$ cat config.mk
export PLATFORM = sky130hd
export DESIGN_NAME = mseq_peak_sync
export DESIGN_NICKNAME = d
export VERILOG_FILES = /design/src/rtl/mseq_peak_sync.sv
export SDC_FILE = /design/constraint.sdc
export NUM_CORES = 1
export LEC_CHECK = 0
export BUFFER_PORTS_ARGS = -buffer_cell sky130_fd_sc_hd__buf_2
export CAP_MARGIN = 5
export CORE_UTILIZATION = 30
export DETAILED_ROUTE_END_ITERATION = 16
export PLACE_DENSITY = 0.55
export SLEW_MARGIN = 10
export SYNTH_ARGS = -nofsm -noshare
export SYNTH_HDL_FRONTEND = slang
export SYNTH_SLANG_ARGS = --single-unit
$ cat constraint.sdc
create_clock -name clk -period 2.3 [get_ports clk]
set_input_delay 0.345 -clock clk [delete_from_list [all_inputs] [get_ports clk]]
set_output_delay 0.345 -clock clk [all_outputs]
set_load 0.01 [all_outputs]
$ cat src/rtl/mseq_peak_sync.sv
// mseq_peak_sync
//   Frame synchroniser placed after the m-sequence correlator. It detects
//   correlation peaks, checks that they are spaced PERIOD valid samples
//   apart, declares lock after CONFIRM correctly spaced hits, and flywheels
//   through up to MAX_MISS consecutive missing peaks while locked.
//
// Ports
//   clk        system clock, rising edge
//   rst_n      asynchronous active-low reset
//   data_valid new correlation sample present on data
//   data       correlation value (unsigned)
//   sync       one-cycle frame sync pulse
//   locked     frame lock flag
//   phase      valid samples since the last anchor or slot
//   peak_val   value of the last accepted hit
//   miss_cnt   consecutive missed slots while locked
//
// state  | meaning
// SEARCH | no timing reference; waiting for the first peak
// VERIFY | anchored; counting correctly spaced hits toward CONFIRM
// LOCK   | frame locked; slots produce sync, misses are flywheeled

module mseq_peak_sync #(
  parameter int WIDTH    = 8,
  parameter int PERIOD   = 31,
  parameter int THRESH   = 56,
  parameter int CONFIRM  = 3,
  parameter int MAX_MISS = 2,
  localparam int PW      = $clog2(PERIOD)
) (
  input  logic             clk,
  input  logic             rst_n,
  input  logic             data_valid,
  input  logic [WIDTH-1:0] data,
  output logic             sync,
  output logic             locked,
  output logic [PW-1:0]    phase,
  output logic [WIDTH-1:0] peak_val,
  output logic [1:0]       miss_cnt
);

  localparam int CW = $clog2(CONFIRM + 1);

  localparam logic [1:0] SEARCH = 2'd0;
  localparam logic [1:0] VERIFY = 2'd1;
  localparam logic [1:0] LOCK   = 2'd2;

  logic [1:0]       state, state_nxt;
  logic [CW-1:0]    conf, conf_nxt;
  logic [PW-1:0]    phase_nxt;
  logic [WIDTH-1:0] peak_nxt;
  logic [1:0]       miss_nxt;
  logic             sync_nxt;
  logic             hit, slot;
  logic [CW-1:0]    conf_inc;

  assign hit      = data_valid && (data >= WIDTH'(THRESH));
  assign slot     = data_valid && (phase == PW'(PERIOD - 1)) && (state != SEARCH);
  assign conf_inc = conf + CW'(1);

  always_comb begin
    state_nxt = state;
    conf_nxt  = conf;
    phase_nxt = phase;
    peak_nxt  = peak_val;
    miss_nxt  = miss_cnt;
    sync_nxt  = 1'b0;

    if (data_valid) begin
      phase_nxt = phase + PW'(1);
      case (state)
        SEARCH: begin
          phase_nxt = '0;
          if (hit) begin
            state_nxt = VERIFY;
            conf_nxt  = CW'(1);
            peak_nxt  = data;
          end
        end

        VERIFY: begin
          // slot takes priority: a hit on the slot is on-time, not early
          if (slot) begin
            phase_nxt = '0;
            if (hit) begin
              conf_nxt = conf_inc;
              peak_nxt = data;
              if (conf_inc == CW'(CONFIRM)) begin
                state_nxt = LOCK;
                sync_nxt  = 1'b1;
                miss_nxt  = '0;
              end
            end else begin
              state_nxt = SEARCH;
              conf_nxt  = '0;
            end
          end else if (hit) begin
            // early peak: the earlier anchor was probably noise
            conf_nxt  = CW'(1);
            phase_nxt = '0;
            peak_nxt  = data;
          end
        end

        LOCK: begin
          if (slot) begin
            phase_nxt = '0;
            if (hit) begin
              sync_nxt = 1'b1;
              miss_nxt = '0;
              peak_nxt = data;
            end else if (miss_cnt < 2'(MAX_MISS)) begin
              sync_nxt = 1'b1;
              miss_nxt = miss_cnt + 2'd1;
            end else begin
              state_nxt = SEARCH;
              miss_nxt  = '0;
              conf_nxt  = '0;
            end
          end
        end

        default: begin
          state_nxt = SEARCH;
          phase_nxt = '0;
          conf_nxt  = '0;
          miss_nxt  = '0;
        end
      endcase
    end else if (state != SEARCH && state != VERIFY && state != LOCK) begin
      state_nxt = SEARCH;
      phase_nxt = '0;
      conf_nxt  = '0;
      miss_nxt  = '0;
    end
  end

  always_ff @(posedge clk or negedge rst_n) begin
    if (!rst_n) begin
      state    <= SEARCH;
      conf     <= '0;
      phase    <= '0;
      peak_val <= '0;
      miss_cnt <= '0;
      sync     <= 1'b0;
      locked   <= 1'b0;
    end else begin
      state    <= state_nxt;
      conf     <= conf_nxt;
      phase    <= phase_nxt;
      peak_val <= peak_nxt;
      miss_cnt <= miss_nxt;
      sync     <= sync_nxt;
      locked   <= (state_nxt == LOCK);
    end
  end

endmodule

After elaboration in Yosys (flattened, before gate mapping)
Index checks and enable logic that the tools add are counted.
- flip-flop bits (word level): 21
- output and inout bits: 17
- bits in latches: 0
- RAM bits: 0
- memories kept: 0
- memory bits (read-only): 0
- reductions and logical operators: 13
- order comparisons: 2
- shifts and indexed selects: 0
- mux-type cells: 44
- $mul: 0
- div/mod/pow operators: 0
- equal/unequal tests: 15
- $add $sub $neg: 3
- bitwise logic cells: 0
- operators by type and width (kind ; count):
    $mux W2 ; 24
    $mux W5 ; 5
    $ne A3 B3 Y1 const B ; 6
    $pmux W2 S3 ; 3
    $mux W8 ; 2
    $pmux W8 S2 ; 1
    $pmux W5 S2 ; 1
    $ge A8 B6 Y1 const B ; 1
    $mux W1 ; 7
    $eq A2 B2 Y1 const B ; 3
    $ne A2 B2 Y1 const B ; 3
    $reduce_and A6 Y1 ; 1
    $reduce_bool A2 Y1 ; 3
    $add A5 B1 Y5 const B ; 1
    $eq A5 B5 Y1 const B ; 1
    $logic_and A1 B1 Y1 ; 5
    $add A2 B1 Y2 const B ; 2
    $reduce_and A4 Y1 ; 1
    $reduce_and A3 Y1 ; 1
    $eq A2 B1 Y1 const B ; 1
    $logic_not A2 Y1 ; 1
    $lt A2 B2 Y1 const B ; 1
    $ne A2 B1 Y1 const B ; 1
    $pmux W1 S2 ; 1
    $reduce_or A2 Y1 ; 1

Longest topological paths before layout
Gate-level depths: netlist of the first run.
- depth after elaboration: 8
- gate-level depth with buffers: 8
- mapped depth without buffers: 7

Least setup slack after synthesis of the first run
Ideal clock, no wire load.
- kind: register to register
- start point: register state[0]
- end point: register peak_val[0]
- setup slack: 0.344 ns
- data arrival time: 1.829 ns
- period minus slack after synthesis: 1.956 ns
- library setup time: 0.128 ns
- cell stages (with the launch flop): 9
- cell sequence: dfrtp_1 > inv_1 > ha_1 > buf_2 > and3b_1 > nand3_2 > nand2_1 > nand4_4 > mux2_1
- cells in the longest elaborated chain, start to end: 4
- elaborated cells between the ends (all ways): 10
- classes of those cells: eq/ne: 3; mux: 1; reduce/logical: 6
- ends and longest elaborated chain (item ; line ; RTL):
    start: declaration ; 48 ; logic [1:0] state, state_nxt;
    start signal: assignment ; 148 ; state <= state_nxt;
    $eq A2 B1 Y1, or another cell as far along ; 71 ; case (state)
    $reduce_or A2 Y1 (no source line) or $logic_and A1 B1 Y1 (tied branches) ; n/a ;
    $reduce_bool A2 Y1 (no source line) or $ne A2 B2 Y1 (tied branches) ; n/a ;
    $reduce_and A3 Y1 (no source line) ; n/a ;
    end signal: assignment ; 151 ; peak_val <= peak_nxt;
    end: declaration ; 38 ; output logic [WIDTH-1:0] peak_val,
Parallel ways exist; a longest one is shown, timed or not.
A chain may end at the register's enable or synchronous reset.

Worst setup path after layout of the first run
Ends and elaborated chain as after synthesis.

==> results.ini, run 1 <==
[floorplan]
die_y_um=66.8
ios=28
dieWidth_um=66.8
die_area_um2=4460
core_area_um2=4000
initial_core_util_pct=31.5
row_count=23

[drt]
first_iter_violations=44
antenna_left=0
via_count=1078
drc=0
dr.pass1.iters=4
wl_mm=2.96
viasPerCell=5.28
wire_per_inst_um=14.5

[clocking]
cts_max_path_buffers=2
cts_resized=0
cts_tree=yes
clk_latency_ns=0.27
path_clk_slew_ns=0.08
cts_hold_buf=0
cts-htree-levels=1
cts.sinks=21
root_buffer=clkbuf_8
post-cts-setup-buffers=0
cts_buffers=3

[setup_path]
cpPeakStageDelay_ns=0.43
end_kind=flop
start_kind=flop
cp_max_fo=9
worstPathArrival_ns=2.28
required_ns=2.45
worstSetupPathType=flop to flop
path_cells=inv_1 -> ha_1 -> and3b_1 -> nand3_2 -> nand2_1 -> nand4_4 -> mux2_1
reg2regPathDepth=7
slowest_stage=dfrtp_2

[timing]
fmax_ghz=0.469
hold_viol=0
rsz0062_at_grt=no
relSlewSlack_pct=64.3
period_minus_slack_ns=2.13
worst_pin_slew_ns=0.534
setup_ws_ns=0.169
tns_ns=0
fin_skew_ns=0.00596
fin_crit_sh_pct=92.6
setup_viol=0
finalMaxSlewViolations=0

[logic_synthesis]
ys_seq_area_share_pct=41.7
syn_area_um2=1260
synth.top_cells.by_count=dfrtp_1 (21), nand2_1 (13), o21ai_0 (8)
syn-num-nets=146
synth_ff_type=dfrtp_1
synth_cell_type_count=39
async_flop_share_pct=100
avgSynthCellArea_um2=9.83
synth_enable_flop_cells=0
yosysTopAreaCell=dfrtp_1
yosysMostFrequentCell=dfrtp_1
synthCells=128
synth_seq_cells=21
synthTopCellsByArea=dfrtp_1 (42%), ha_1 (7.0%), mux2_2 (6.3%)
yosys_warnings=0
synth_top_area_share_pct=41.7

[grt]
track_usage_pct=14.7
grt_pass1_vias=1056
grt_start_max_net_pins=22
antenna_found_initial=0
grt_pass1_wl_mm=4.92
globalRouteOverflowTotal=0

[hold_path]
min_path_type=input pin to asynchronous set/reset pin

[power]
power_w=0.000952
swShare_pct=31.3
seqPwrFrac_pct=47.2
p_switching_w=0.000299
clkPwrFrac_pct=26.1
power_report.internal_total_w=0.000654
ir_drop_v=0.000374
power_frac_comb_pct=26.6
p_per_area_nw_per_um2=643
total_leakage_power_nw=0.678

[final_layout]
final_cells=204
nets=173
final_core_util_pct=37.0
antenna_cells=0
drive_gt1_share_pct=28.6
area_growth_pct=17.7

[placed_design]
port_buffers=27
dp_worst_setup_slack_ns=0.138
gp_congestion=0.908
place_hpwl_mm=2.21
dp.cells=200

[outcome]
outcome=completed

[job]
cap_violations=0

-- cells in the final DEF, fill, tap and decap left out, types with 2 or more instances in the layout --
cell and count:
buf_2 27, dfrtp_1 20, nand2_1 13, o21ai_0 8
inv_1 7, mux2_2 7, ha_1 7, nor2_1 5
nand3_1 5, a21oi_1 5, nor3_1 4, nor3b_1 3
clkbuf_8 3, o22ai_1 2, nor2b_1 2, a22oi_1 2
nand4_1 2, a31oi_1 2, o41ai_1 2, and2_1 2
a21o_1 2, nand4_4 2, o21ai_1 2, or3_1 2
buf_4 2
-- worst max-delay path, delay by kind of cell (launching register included) --
| kind | cells | cell delay [ns] |
|---|---|---|
| fa+ha+maj | 1 | 0.31 |
| simple gates | 4 | 0.83 |
| buf+inv | 1 | 0.08 |
| flops | 1 | 0.43 |
| mux | 1 | 0.37 |
-- through the flow --
stage	cell area (um^2)	hold WS (ns)
after floorplan	1260	0.0494
after detailed placement	1440	0.344
final	1480	0.0279
after global placement	1440	0.333
after CTS	1480	0.0517
after global routing	1480	0.0618
-- power by group through the flow --
| stage | Clock (W) | Sequential [W] | Combinational [W] |
|---|---|---|---|
| 5_1_grt | 0.000269 | 0.000456 | 0.000283 |
| 2_1_floorplan | 0 | 0.000469 | 0.000149 |
| 3_5_place_dp | 0 | 0.000455 | 0.000255 |
| 6_report | 0.000249 | 0.000450 | 0.000254 |
| 4_1_cts | 0.000259 | 0.000448 | 0.000256 |
| 3_3_place_gp | 0 | 0.000451 | 0.000251 |
-- flip-flops by register name, summed over array words and instances, names as in the netlist --
name	count
conf	2
locked	1
miss_cnt	2
peak_val	8
phase	5
state	2
sync	1
-- metal layers --
layer	up-vias	global-route usage [%]	share of wire [%]
met4	0	6.65	2.7
met2	40	23.4	47
met1	506	19.1	45
met5	-	0	0
li1	522	-	-
met3	10	3.08	4.9
-- cell families after synthesis --
logic type / Yosys count / share of synthesized area, %
simple gates: 44 / 20.7
fa+ha+maj: 7 / 6.96
buf+inv: 14 / 4.97
compound gates: 34 / 18.5
mux: 8 / 7.16
flops: 21 / 41.7
-- area by class of cell --
cell class	count	area, um^2
Sequential cell	21	527
Fill cell	410	2520
Inverter	7	26.3
Clock buffer	4	45.0
Multi-Input combinational cell	93	671
Timing Repair Buffer	29	150
Tap cell	50	62.6
-- final timing paths --
path | from | endpoint | slack, ns
max in group asynchronous | rst_n | state[0]$_DFF_PN0_ | 1.91
min in group clk | data[0] | peak_val[0]$_DFFE_PN0P_ | 0.30
hold / removal | rst_n | phase[3]$_DFFE_PN0N_ | 0.03
setup reg to reg | state[0]$_DFF_PN0_ | peak_val[0]$_DFFE_PN0P_ | 0.17
setup / recovery | state[0]$_DFF_PN0_ | peak_val[0]$_DFFE_PN0P_ | 0.17
hold reg to reg | miss_cnt[0]$_DFFE_PN0P_ | miss_cnt[0]$_DFFE_PN0P_ | 0.49
No activity file was read; power rests on OpenSTA's default activity.
==> run 2, diff against run 1 <==
--- a/config.mk
+++ b/config.mk
@@ -5,6 +5,7 @@
 export SDC_FILE = /design/constraint.sdc
 export NUM_CORES = 1
 export LEC_CHECK = 0
+export ABC_AREA = 1
 export BUFFER_PORTS_ARGS = -buffer_cell sky130_fd_sc_hd__buf_2
 export CAP_MARGIN = 5
 export CORE_UTILIZATION = 30
==> constraint.sdc (replaced) <==
create_clock -name clk -period 2.25 [get_ports clk]
set_input_delay 0.3375 -clock clk [delete_from_list [all_inputs] [get_ports clk]]
set_output_delay 0.3375 -clock clk [all_outputs]
set_load 0.01 [all_outputs]
==> results.ini, run 2 <==
[outcome]
outcome=completed

[logic_synthesis]
avgSynthCellArea_um2=8.33
synthCells=156
syn_area_um2=1300
async_flop_share_pct=100
synth_top_area_share_pct=40.5
synth.top_cells.by_count=inv_1 (25), nand2_1 (24), dfrtp_1 (21)
synth_ff_type=dfrtp_1
ys_seq_area_share_pct=40.5
yosysMostFrequentCell=inv_1
synth_seq_cells=21
synth_cell_type_count=25
synth_enable_flop_cells=0
syn-num-nets=174
synthTopCellsByArea=dfrtp_1 (40%), inv_1 (7.2%), nand2_1 (6.9%)
yosysTopAreaCell=dfrtp_1
yosys_warnings=0

[setup_path]
reg2regPathDepth=5
rr_startpoint=state[0]$_DFF_PN0_
required_ns=2.44
endpoint=peak_val[4]$_DFFE_PN0P_
rrSetupSlack_ns=0.44
r2r_end=peak_val[4]$_DFFE_PN0P_
cp-startpoint=state[0]$_DFF_PN0_
end_kind=flop
start_kind=flop
cp_max_fo=16
worstSetupPathType=flop to flop
worstPathArrival_ns=2.00

[power]
ir_drop_v=0.000355
p_switching_w=0.000469
swShare_pct=38.1
clkPwrFrac_pct=20.4
power_frac_comb_pct=38.5
seqPwrFrac_pct=41.1
total_leakage_power_nw=0.770
p_per_area_nw_per_um2=812
power_report.internal_total_w=0.000764

[timing]
relSlewSlack_pct=46.8
setup_viol=0
worst_pin_slew_ns=0.796
fin_skew_ns=0.00182
hold_viol=0
period_minus_slack_ns=1.81
rsz0062_at_grt=no
tns_ns=0
fmax_ghz=0.553
setup_ws_ns=0.443
finalMaxSlewViolations=0
fin_crit_sh_pct=80.3

[clocking]
cts_resized=0
clk_latency_ns=0.26
root_buffer=clkbuf_8
cts_hold_buf=0
cts-htree-levels=1
cts.sinks=21
post-cts-setup-buffers=0
cts_tree=yes
cts_max_path_buffers=2
path_clk_slew_ns=0.08
cts_buffers=3

[final_layout]
largest-register=peak_val
area_growth_pct=17.0
drive_gt1_share_pct=31.4
largest_reg_flops=8
top_regs=peak_val x8, phase x5
nets=204
final_common_cell=buf_2
antenna_cells=0
layout_common_cells=buf_2 (27), inv_1 (25), nand2_1 (24)

[placed_design]
gp_congestion=0.799
dp_worst_setup_slack_ns=0.432
port_buffers=27
place_hpwl_mm=2.15

[floorplan]
die_y_um=67.8
dieWidth_um=67.8
row_count=23
initial_core_util_pct=31.8
ios=28
die_area_um2=4600
core_area_um2=4090

[grt]
track_usage_pct=13.4
busiest_layer=met2
grt_pass1_wl_mm=4.60
use_met1_pct=18.4
antenna_found_initial=0
globalRouteOverflowTotal=0
met3_usage_pct=3.55
grt_pass1_vias=1037
grt_start_max_net_pins=22
grt_use_met2_pct=20.4

[drt]
viasPerCell=4.62
wire_per_inst_um=11.4
antenna_left=0
drc=0
via_count=1086
wl_mm=2.68
dr.pass1.iters=4
first_iter_violations=74

[job]
cap_violations=0

[hold_path]
min_path_type=input pin to asynchronous set/reset pin

run 2: changes by cell type in the layout (fill, tap and decap cells not counted), sizes merged, moves of 4 or more:
cell / previous run / this run
mux2: 8 / 0
nand3: 6 / 10
nand2: 13 / 34
o21ai: 10 / 21
nor2: 5 / 15
inv: 7 / 27
run 2: worst min-delay path by stage:
stage          startpoint                 endpoint  slack [ns]  depth (start not counted)
2_1_floorplan       rst_n      conf[0]$_DFFE_PN0P_        0.04                          0
3_3_place_gp        rst_n  peak_val[5]$_DFFE_PN0P_        0.33                          1
3_5_place_dp        rst_n  peak_val[5]$_DFFE_PN0P_        0.33                          1
4_1_cts             rst_n     phase[4]$_DFFE_PN0N_        0.04                          1
5_1_grt             rst_n  peak_val[5]$_DFFE_PN0P_        0.07                          1
6_report            rst_n  peak_val[5]$_DFFE_PN0P_        0.02                          1
run 2: cell type report:
cell class                      instances  area (um^2)
Inverter                               27          101
Tap cell                               50         62.6
Timing Repair Buffer                   27          135
Sequential cell                        21          526
Clock buffer                            4         45.0
Multi-Input combinational cell        106          649
Fill cell                             450         2570
run 2: power by group through the flow:
| stage | clock network (W) | registers [W] | logic, W |
|---|---|---|---|
| global placement | 0 | 0.000514 | 0.000476 |
| finish | 0.000251 | 0.000507 | 0.000475 |
| CTS | 0.000260 | 0.000506 | 0.000482 |
| detailed placement | 0 | 0.000514 | 0.000481 |
| floorplan | 0 | 0.000543 | 0.000314 |
| global route | 0.000274 | 0.000520 | 0.000535 |
run 2: routing by layer:
metal,share of wire [%],wire length (um)
met4,1.3,35
met3,5.9,157
met1,49,1330
met2,43,1160
met5,0,0
run 2: worst max-delay path: stages (launching register included):
cell,delay (ns)
dfrtp_1,0.38
inv_1,0.08
ha_1,0.33
o311ai_4,0.71
nand2_1,0.14
o21ai_2,0.09
run 2: metrics by stage:
stage	cell area [um^2]	util (%)	hold WS, ns	instances	power, W
finish	1520	37.2	0.0185	235	0.00123
global route	1520	37.2	0.0664	235	0.00133
CTS	1520	37.2	0.0405	235	0.00125
detailed placement	1470	36.1	0.325	231	0.000995
global placement	1470	36.1	0.330	231	0.000990
floorplan	1300	-	0.0419	156	0.000857
run 2: kinds of logic (layout without fill, tap and decap cells):
| family | count (synthesis) | count (layout) | share of synthesized area [%] |
|---|---|---|---|
| buffers and inverters | 29 | 58 | 9.54 |
| XOR/XNOR | 2 | 2 | 1.35 |
| flip-flops | 21 | 21 | 40.5 |
| adder cells (fa/ha/maj) | 7 | 7 | 6.74 |
| AND/OR/NAND/NOR | 64 | 64 | 23.4 |
| AO/OA/AOI/OAI | 33 | 33 | 18.5 |
